==> config.mk <==
export PLATFORM = sky130hd
export DESIGN_NAME = key_debounce_flat
export DESIGN_NICKNAME = d
export VERILOG_FILES = /design/src/rtl/key_pkg.sv /design/src/rtl/key_debounce_if.sv /design/src/rtl/key_debounce_ch.sv /design/src/rtl/key_debounce.sv /design/src/flat_wrapper.sv
export SDC_FILE = /design/constraint.sdc
export NUM_CORES = 1
export LEC_CHECK = 0
export ABC_CLOCK_PERIOD_IN_PS = 2200
export CAP_MARGIN = 20
export CELL_PAD_IN_SITES_DETAIL_PLACEMENT = 1
export CELL_PAD_IN_SITES_GLOBAL_PLACEMENT = 2
export CORE_ASPECT_RATIO = 2
export CORE_UTILIZATION = 35
export DETAILED_ROUTE_END_ITERATION = 7
export PLACE_DENSITY = 0.86
export SLEW_MARGIN = 20
export SYNTH_ARGS = -nofsm -noshare
export SYNTH_HDL_FRONTEND = slang
export SYNTH_SLANG_ARGS = --single-unit
==> constraint.sdc <==
create_clock -name clk -period 2.2 [get_ports clk]
set_input_delay 0.66 -clock clk [delete_from_list [all_inputs] [get_ports clk]]
set_output_delay 0.66 -clock clk [all_outputs]
set_load 0.03 [all_outputs]
==> src/rtl/key_pkg.sv <==
// Shared types and constants for the push-button debouncer.
package key_pkg;

   typedef enum logic [1:0] {
      IDLE,
      PRESS_WAIT,
      HELD,
      RELEASE_WAIT
   } key_state_t;

   // Channel assignment on the stopwatch board
   localparam int KEY_RESET        = 0;
   localparam int KEY_START_PAUSE  = 1;
   localparam int KEY_DISPLAY_STOP = 2;

   // Defaults for a 50 MHz clk: 10 ms debounce, 1 s long press
   localparam int NUM_KEYS_DEF        = 3;
   localparam int DEBOUNCE_CYCLES_DEF = 500000;
   localparam int LONG_CYCLES_DEF     = 50000000;

   // Timer width wide enough to hold the larger of the two terminal counts
   function automatic int cnt_width(input int a, input int b);
      int m;
      m = (a > b) ? a : b;
      return (m < 2) ? 1 : $clog2(m);
   endfunction

endpackage

==> src/rtl/key_debounce_if.sv <==
// Key bundle between the raw board buttons and the debouncer outputs.
interface key_debounce_if #(
   parameter int NUM_KEYS = 3
);
   logic [NUM_KEYS-1:0] key_n;
   logic [NUM_KEYS-1:0] key_press;
   logic [NUM_KEYS-1:0] key_release;
   logic [NUM_KEYS-1:0] key_level;
   logic [NUM_KEYS-1:0] key_long;

   modport master (
      output key_n,
      input  key_press,
      input  key_release,
      input  key_level,
      input  key_long
   );

   modport slave (
      input  key_n,
      output key_press,
      output key_release,
      output key_level,
      output key_long
   );
endinterface

==> src/rtl/key_debounce_ch.sv <==
// One debounced key channel: synchronizer, accept/release FSM with a
// down-counting debounce timer, registered event outputs.
// Optional long-press detection is built when KEY_LONG_PRESS_EN is defined.
//
// state        | meaning
// IDLE         | key released and stable
// PRESS_WAIT   | key seen low, timing the press debounce window
// HELD         | press accepted, key_level = 1
// RELEASE_WAIT | key seen high while held, timing the release window
module key_debounce_ch
   import key_pkg::*;
#(
   parameter int DEBOUNCE_CYCLES = DEBOUNCE_CYCLES_DEF,
   parameter int LONG_CYCLES     = LONG_CYCLES_DEF
) (
   input  logic clk,
   input  logic rst_n,
   input  logic key_n,
   output logic key_press,
   output logic key_release,
   output logic key_level,
   output logic key_long
);

   localparam int CW = cnt_width(DEBOUNCE_CYCLES, LONG_CYCLES);
   localparam logic [CW-1:0] DB_LOAD = CW'(DEBOUNCE_CYCLES - 1);

   logic [1:0] sync_q, sync_d;
   logic       key_sync;

   key_state_t state_q, state_d;
   logic [CW-1:0] cnt_q, cnt_d;
   logic press_q, press_d;
   logic release_q, release_d;
   logic level_q, level_d;

   // Two-stage synchronizer; idles at 1 (released)
   always_comb begin
      sync_d = {sync_q[0], key_n};
   end

   assign key_sync = sync_q[1];

   // Next state; the timer is loaded with DEBOUNCE_CYCLES-1 on window
   // entry and the change is accepted when it has counted down to zero
   always_comb begin
      state_d   = state_q;
      cnt_d     = cnt_q;
      press_d   = 1'b0;
      release_d = 1'b0;
      level_d   = level_q;
      case (state_q)
         IDLE: begin
            if (!key_sync) begin
               state_d = PRESS_WAIT;
               cnt_d   = DB_LOAD;
            end
         end
         PRESS_WAIT: begin
            if (key_sync) begin
               state_d = IDLE;
               cnt_d   = '0;
            end else if (cnt_q == '0) begin
               state_d = HELD;
               press_d = 1'b1;
               level_d = 1'b1;
            end else begin
               cnt_d = cnt_q - 1'b1;
            end
         end
         HELD: begin
            if (key_sync) begin
               state_d = RELEASE_WAIT;
               cnt_d   = DB_LOAD;
            end
         end
         RELEASE_WAIT: begin
            if (!key_sync) begin
               state_d = HELD;
               cnt_d   = '0;
            end else if (cnt_q == '0) begin
               state_d   = IDLE;
               release_d = 1'b1;
               level_d   = 1'b0;
            end else begin
               cnt_d = cnt_q - 1'b1;
            end
         end
         default: begin
            state_d = IDLE;
            cnt_d   = '0;
            level_d = 1'b0;
         end
      endcase
   end

   // Synchronizer, FSM, timer and event registers
   always_ff @(posedge clk or negedge rst_n) begin
      if (!rst_n) begin
         sync_q    <= 2'b11;
         state_q   <= IDLE;
         cnt_q     <= '0;
         press_q   <= 1'b0;
         release_q <= 1'b0;
         level_q   <= 1'b0;
      end else begin
         sync_q    <= sync_d;
         state_q   <= state_d;
         cnt_q     <= cnt_d;
         press_q   <= press_d;
         release_q <= release_d;
         level_q   <= level_d;
      end
   end

   assign key_press   = press_q;
   assign key_release = release_q;
   assign key_level   = level_q;

`ifdef KEY_LONG_PRESS_EN
   localparam logic [CW-1:0] LONG_LOAD = CW'(LONG_CYCLES - 1);

   logic [CW-1:0] hold_q, hold_d;
   logic long_done_q, long_done_d;
   logic long_q, long_d;

   // Hold timer: restarts on each accepted press, runs only in HELD so a
   // release bounce pauses it; long_done keeps it to one event per press
   always_comb begin
      hold_d      = hold_q;
      long_done_d = long_done_q;
      long_d      = 1'b0;
      if (press_d) begin
         hold_d      = LONG_LOAD;
         long_done_d = 1'b0;
      end else if (state_q == HELD) begin
         if (hold_q == '0) begin
            if (!long_done_q) begin
               long_d      = 1'b1;
               long_done_d = 1'b1;
            end
         end else begin
            hold_d = hold_q - 1'b1;
         end
      end
   end

   // Hold timer and long-press event registers
   always_ff @(posedge clk or negedge rst_n) begin
      if (!rst_n) begin
         hold_q      <= '0;
         long_done_q <= 1'b0;
         long_q      <= 1'b0;
      end else begin
         hold_q      <= hold_d;
         long_done_q <= long_done_d;
         long_q      <= long_d;
      end
   end

   assign key_long = long_q;
`else
   assign key_long = 1'b0;
`endif

endmodule

==> src/rtl/key_debounce.sv <==
// Push-button conditioner for the stopwatch: NUM_KEYS independent
// debounced channels producing press/release/long pulses and held level.
// Long-press events are built only when KEY_LONG_PRESS_EN is defined.
module key_debounce
   import key_pkg::*;
#(
   parameter int NUM_KEYS        = NUM_KEYS_DEF,
   parameter int DEBOUNCE_CYCLES = DEBOUNCE_CYCLES_DEF,
   parameter int LONG_CYCLES     = LONG_CYCLES_DEF
) (
   input logic           clk,
   input logic           rst_n,
   key_debounce_if.slave kif
);

   logic [NUM_KEYS-1:0] press_w;
   logic [NUM_KEYS-1:0] release_w;
   logic [NUM_KEYS-1:0] level_w;
   logic [NUM_KEYS-1:0] long_w;

   for (genvar i = 0; i < NUM_KEYS; i++) begin : g_ch
      key_debounce_ch #(
         .DEBOUNCE_CYCLES (DEBOUNCE_CYCLES),
         .LONG_CYCLES     (LONG_CYCLES)
      ) u_ch (
         .clk         (clk),
         .rst_n       (rst_n),
         .key_n       (kif.key_n[i]),
         .key_press   (press_w[i]),
         .key_release (release_w[i]),
         .key_level   (level_w[i]),
         .key_long    (long_w[i])
      );
   end

   assign kif.key_press   = press_w;
   assign kif.key_release = release_w;
   assign kif.key_level   = level_w;
   assign kif.key_long    = long_w;

endmodule

==> src/flat_wrapper.sv <==
// flat-port wrapper written by rule: the top's interface ports become plain ports
module key_debounce_flat import key_pkg::*;
#(
   parameter int NUM_KEYS        = NUM_KEYS_DEF,
   parameter int DEBOUNCE_CYCLES = DEBOUNCE_CYCLES_DEF,
   parameter int LONG_CYCLES     = LONG_CYCLES_DEF
)
  (clk, rst_n, kif_key_n, kif_key_press, kif_key_release, kif_key_level, kif_key_long);
  key_debounce_if #(.NUM_KEYS(NUM_KEYS)) kif_i ();
  input logic clk;
  input logic rst_n;
  input wire logic [$bits(kif_i.key_n)-1:0] kif_key_n;
  output wire logic [$bits(kif_i.key_press)-1:0] kif_key_press;
  output wire logic [$bits(kif_i.key_release)-1:0] kif_key_release;
  output wire logic [$bits(kif_i.key_level)-1:0] kif_key_level;
  output wire logic [$bits(kif_i.key_long)-1:0] kif_key_long;
  assign kif_i.key_n = kif_key_n;
  assign kif_key_press = kif_i.key_press;
  assign kif_key_release = kif_i.key_release;
  assign kif_key_level = kif_i.key_level;
  assign kif_key_long = kif_i.key_long;
  key_debounce #(.NUM_KEYS(NUM_KEYS), .DEBOUNCE_CYCLES(DEBOUNCE_CYCLES), .LONG_CYCLES(LONG_CYCLES)) u_core (.clk(clk), .rst_n(rst_n), .kif(kif_i));
endmodule
Word level (Yosys, flattened, before mapping)
Cells that the tools add are included.
{"block": "classes", "addsub": 3, "eq_ne": 33, "muxes": 69, "n_reduce_logical": 18}
{"operator": "$mux 26", "count": 15}
{"operator": "$pmux 26 s4", "count": 3}
{"operator": "$logic_not 26->1", "count": 3}
{"operator": "$sub 26x1->26 const B", "count": 3}
{"operator": "$mux 2", "count": 18}
{"operator": "$ne 2x2->1 const B", "count": 18}
{"operator": "$mux 1", "count": 27}
{"operator": "$pmux 2 s4", "count": 3}
{"operator": "$ne 3x3->1 const B", "count": 6}
{"operator": "$reduce_and 5->1", "count": 3}
{"operator": "$eq 2x2->1 const B", "count": 6}
{"operator": "$reduce_and 4->1", "count": 3}
{"operator": "$eq 2x1->1 const B", "count": 3}
{"operator": "$logic_not 2->1", "count": 3}
{"operator": "$pmux 1 s2", "count": 3}
{"operator": "$reduce_and 2->1", "count": 3}
{"operator": "$reduce_bool 2->1", "count": 3}
{"block": "totals", "regBits": 99, "out_inout_bits": 12}

Longest topological paths before layout
{"block": "logic_depth", "word_depth": 4, "ltp_mapped": 9, "depth_no_buf": 8}

By module
Synthesis repeated with hierarchy kept, for this count alone.
{"block": "unflattened", "hier_cells": 654, "hier_area_um2": 5790.6}
{"module": "key_debounce_ch at u_core.g_ch[0].u_ch ...", "n_inst": 2, "cells_each": 213, "area_per_inst_um2": 1910.6}
{"module": "key_debounce_ch at u_core.g_ch[2].u_ch", "n_inst": 1, "cells_each": 228, "area_per_inst_um2": 1969.4}

Least setup slack after synthesis
No wires, ideal clock.
{"block": "synth_path", "path_type": "reg2reg", "from": "register u_core.g_ch[2].u_ch.cnt_q[0]", "to": "register u_core.g_ch[2].u_ch.cnt_q[17]", "arrival_time_ns": 1.997, "t_required_ns": 2.062, "path_slack_ns": 0.065, "stages_incl_launch_ff": 10, "n_path_buf": 1, "path_cell_list": "dfrtp_1 -> inv_1 -> ha_1 -> nor3b_1 -> nand4_2 -> or4_1 -> buf_2 -> nand4b_1 -> xor2_1 -> o22ai_1"}
{"block": "synth_between", "elab_chain_len": 4, "elab_cells_between_ends": 6, "classes_between": "add/sub (1); mux (4); reduce/logical (1)"}
{"element": "start, declared", "line": "key_debounce_ch.sv:32", "source": "logic [CW-1:0] cnt_q, cnt_d;"}
{"element": "start signal, assigned", "line": "key_debounce_ch.sv:109", "source": "cnt_q <= cnt_d;"}
{"element": "$sub 26x1->26 / $logic_not 26->1 (equally long branches)"}
{"element": "$mux 26 *", "line": "key_debounce_ch.sv:63, key_debounce_ch.sv:81"}
{"element": "$mux 26 (on tied branches)", "line": "key_debounce_ch.sv:78, key_debounce_ch.sv:60"}
{"element": "$pmux 26 s4 *", "line": "key_debounce_ch.sv:52", "source": "case (state_q)"}
Every way passes the cells marked *; elsewhere a longest branch is shown, timed or not.
A chain may end at the register's enable or synchronous reset.

Worst setup path in the final report
{"block": "layout_path", "from": "register u_core.g_ch[1].u_ch.cnt_q[6]", "to": "register u_core.g_ch[1].u_ch.cnt_q[10]"}
{"block": "layout_between", "elab_chain_len": 4, "elab_cells_between_ends": 6, "classes_between": "add/sub (1); mux (4); reduce/logical (1)"}
{"element": "start, declared", "line": "key_debounce_ch.sv:32"}
{"element": "start signal, assigned", "line": "key_debounce_ch.sv:109"}
{"element": "$sub 26x1->26 / $logic_not 26->1 (equally long branches)"}
{"element": "$mux 26 *", "line": "key_debounce_ch.sv:63, key_debounce_ch.sv:81"}
{"element": "$mux 26 (on tied branches)", "line": "key_debounce_ch.sv:78, key_debounce_ch.sv:60"}
{"element": "$pmux 26 s4 *", "line": "key_debounce_ch.sv:52"}
Marked as above.

==> flow_summary.json <==
{
  "status": "complete, but fails checks",
  "violations": "negative setup slack",
  "cts_hold_buffers": 0,
  "synth.ff_latch_count": 99,
  "clock-sinks": 99,
  "dpl.hpwl_mm": 12.50,
  "p_seq_share_pct": 44.0,
  "finalHoldViolCount": 0,
  "finalSetupTns_ns": -0.1351,
  "fp.dieH_um": 179.4,
  "pre_cts_ws_ns": -0.09842,
  "switching_share_pct": 30.98,
  "fin_hold_ws_ns": 0.2446,
  "ys.flop_type": "dfrtp_1",
  "synthSimpleGateAreaFrac_pct": 24.23,
  "start_kind": "flop",
  "grt_usage_pct": 21.89,
  "p_clk_share_pct": 36.9,
  "io_buffers": 13,
  "clk_pin_slew_worst_paths_ns": 0.08,
  "synthMuxAreaShare_pct": 0.1817,
  "setup_ws_ns": -0.04247,
  "drt_pass1_iterations": 6,
  "crit_fanout": 6,
  "die_area_mm2": 0.01628,
  "tightest_slew_ns": 1.046,
  "crit_path_end_kind": "flop",
  "finalCriticalPeriod_ns": 2.242,
  "cts_tree": "built",
  "grt_pass1_vias": 5781,
  "gp_congestion": 0.8429,
  "power_density_mw_per_mm2": 651.0,
  "drt-total-wl_mm": 18.08,
  "synth_xor_area_share_pct": 3.021,
  "fillers": 1792,
  "fmax_mhz": 445.9,
  "syn2layout_area_growth_pct": 30.00,
  "synth_edf_count": 0,
  "seq_area_frac_synth_pct": 45.11,
  "clk_path_buf_depth": 2,
  "antenna_left": 0,
  "syn-instance-count": 607,
  "root_buffer": "clkbuf_16",
  "synth_cell_type_count": 68,
  "cpPeakStageDelay_ns": 0.57,
  "critPathKind": "reg2reg",
  "drive_gt1_share_pct": 27.60,
  "start_util_pct": 35.83,
  "fin_skew_ns": 0.01463,
  "std_cell_rows": 64,
  "fp.dieW_um": 90.72,
  "cp_slowest_cell": "or4_4",
  "synth_top_family_by_area": "simple AND/OR/NAND/NOR gates",
  "antenna_found_initial": 0,
  "power.net_switching_mw": 1.444,
  "vias": 5234,
  "period_share_pct": 101.9,
  "p_leak_nw": 3.003,
  "design_area_mm2": 0.007162,
  "crit_arrival_ns": 2.47,
  "power_frac_comb_pct": 19.1,
  "core_mm2": 0.01537,
  "synth_area_mm2": 0.005509,
  "relSlewSlack_pct": 29.99,
  "critPathTopFamily": "simple AND/OR/NAND/NOR gates",
  "rsz0062_at_grt": "yes",
  "ir_drop_uv": 389.3,
  "nets": 706,
  "antennaDiodeCount": 0,
  "syn_area_per_cell_um2": 9.076,
  "grt_pass1_wl_mm": 28.42,
  "crit_chain": "or4_4, nor4_4, buf_4, a21bo_4, o31a_1, o21ai_1, o31ai_1",
  "grt_max_degree": 32,
  "synth_compound_area_share_pct": 21.42,
  "drt_iter0_drc": 193,
  "synth_fa_ha_area_share_pct": 0.6814,
  "report.final.slew_viol_count": 0,
  "crit_buf_inv": 1,
  "vias_per_cell": 5.809,
  "p_int_mw": 3.218,
  "cp.depth": 7,
  "post-route-drc-count": 0,
  "fin_util_pct": 46.58,
  "pin_count": 17,
  "worst_skew_pair.late_latency_ns": 0.36,
  "ys_warn_count": 0,
  "async_reset_ff_share_pct": 100.0,
  "worstPathRequired_ns": 2.43,
  "cts_max_level": 3,
  "max_cap_viol_count": 0,
  "rr_worst_depth": 7,
  "placed_area_mm2": 0.006349,
  "cts_made_buffers": 9,
  "gr-total-overflow": 0,
  "hold_path.class": "in2async",
  "post_drt_wl_per_cell_um": 20.07,
  "finalSetupViolations": 7
}
-- cell usage in the layout, fill, tap and decap left out, types with 12 or more instances in the layout --
| cell type | instances |
|---|---|
| nor3_1 | 14 |
| buf_4 | 96 |
| clkdlybuf4s50_1 | 12 |
| nor2_1 | 38 |
| a21oi_1 | 32 |
| inv_1 | 22 |
| xor2_1 | 13 |
| o21ai_1 | 13 |
| nand3_1 | 20 |
| o21ai_0 | 57 |
| dfrtp_1 | 92 |
| nand2_1 | 57 |
-- synthesized netlist by cell type (3+ instances only) --
cell	instances	area, um^2
or4_4	3	33.78
a21o_1	4	30.03
nand2_1	62	232.7
nor2_1	41	153.9
clkbuf_1	24	90.09
o21ai_0	67	335.3
xnor2_1	6	52.55
o21ai_1	4	20.02
nor3_1	19	95.09
or4_1	9	67.56
nand2b_1	5	31.28
o211ai_1	4	30.03
o41a_1	3	33.78
inv_1	22	82.58
a22o_1	8	70.07
or3_1	11	68.82
nor3b_1	3	22.52
dfrtp_1	93	2327
nor4_1	13	81.33
o41ai_1	7	61.31
dfstp_2	6	157.7
o31ai_1	9	67.56
and2_1	3	18.77
a21boi_0	3	22.52
o22ai_1	10	62.56
buf_2	5	25.02
a31oi_1	9	56.30
nor2b_1	3	18.77
buf_4	12	90.09
nand4_1	5	31.28
nor4_4	5	106.4
o311ai_0	3	26.28
ha_1	3	37.54
nor4_2	4	50.05
a21oi_1	34	170.2
nand3_1	23	115.1
xor2_1	13	113.9
and3_1	5	31.28
a2bb2oi_1	4	35.03
-- power groups by stage --
stage | clock [mW] | sequential (mW) | combinational, mW
floorplan | 0 | 2.05 | 0.427
global placement | 0 | 2.06 | 0.744
detailed placement | 0 | 2.07 | 0.778
CTS | 1.75 | 2.03 | 0.793
global route | 1.80 | 2.06 | 0.970
finish | 1.72 | 2.05 | 0.891
-- worst register-to-register path, stage by stage (launching register included) --
cell	delay (ns)
dfrtp_1	0.39
or4_4	0.57
nor4_4	0.24
buf_4	0.21
a21bo_4	0.26
o31a_1	0.24
o21ai_1	0.13
o31ai_1	0.09
-- cell families after synthesis --
logic type | count (synthesis)
muxes | 1
AOI/OAI and AO/OA | 187
other | 1
buffers and inverters | 64
xor gates and xnor gates | 19
adders and majority gates | 3
DFF | 99
and+or+nand+nor | 233
-- layer usage --
layer  GRT usage [%]  wire, um  vias to the layer above
li1                -         -                     2396
met1           21.61      6489                     2688
met2           42.67     10530                      100
met3           2.242       304                       50
met4           12.90       755                        0
met5               0         0                        -
-- layout make-up --
| cell class | instances | area (um^2) | area share, % |
|---|---|---|---|
| multi-input cells | 446 | 3039 | 42.44 |
| flip-flops and latches | 99 | 2486 | 34.71 |
| repair buffers | 120 | 984.7 | 13.75 |
| well taps | 198 | 247.7 | 3.459 |
| clock buffers | 9 | 225.2 | 3.145 |
| clock inverters | 7 | 96.34 | 1.345 |
| inverters | 22 | 82.58 | 1.153 |
-- what timing repair did --
item / 4_1_cts / 5_1_grt
resized for setup: 12 / 68
setup buffers: 4 / 16
setup endpoints to repair: 25 / 66
pin swaps: 1 / 14
-- per-stage QoR --
step           cells  total power [mW]
6_report         901             4.662
5_1_grt          901             4.834
4_1_cts          885             4.574
3_5_place_dp     865             2.844
3_3_place_gp     865             2.800
2_1_floorplan    609             2.480
-- path summary, 6_finish.rpt --
kind	startpoint	endpoint	slack (ns)
hold reg to reg	u_core.g_ch[0].u_ch.sync_q[0]	u_core.g_ch[0].u_ch.sync_q[1]	0.36
setup / recovery	u_core.g_ch[1].u_ch.cnt_q[6]	u_core.g_ch[1].u_ch.cnt_q[10]	-0.04
min in group clk	u_core.g_ch[0].u_ch.sync_q[0]	u_core.g_ch[0].u_ch.sync_q[1]	0.36
hold / removal	rst_n	async pin	0.24
max in group asynchronous	rst_n	u_core.g_ch[0].u_ch.cnt_q[25]	1.37
setup reg to reg	u_core.g_ch[1].u_ch.cnt_q[6]	u_core.g_ch[1].u_ch.cnt_q[10]	-0.04
-- state kept, by name (all words and copies together) (netlist names), named ones only --
register                      count
u_core.g_ch.u_ch.sync_q           6
u_core.g_ch.u_ch.key_press        3
u_core.g_ch.u_ch.key_level        3
u_core.g_ch.u_ch.key_release      3
u_core.g_ch.u_ch.cnt_q           78
u_core.g_ch.u_ch.state_q          3
(Power assumes the default switching activity.)
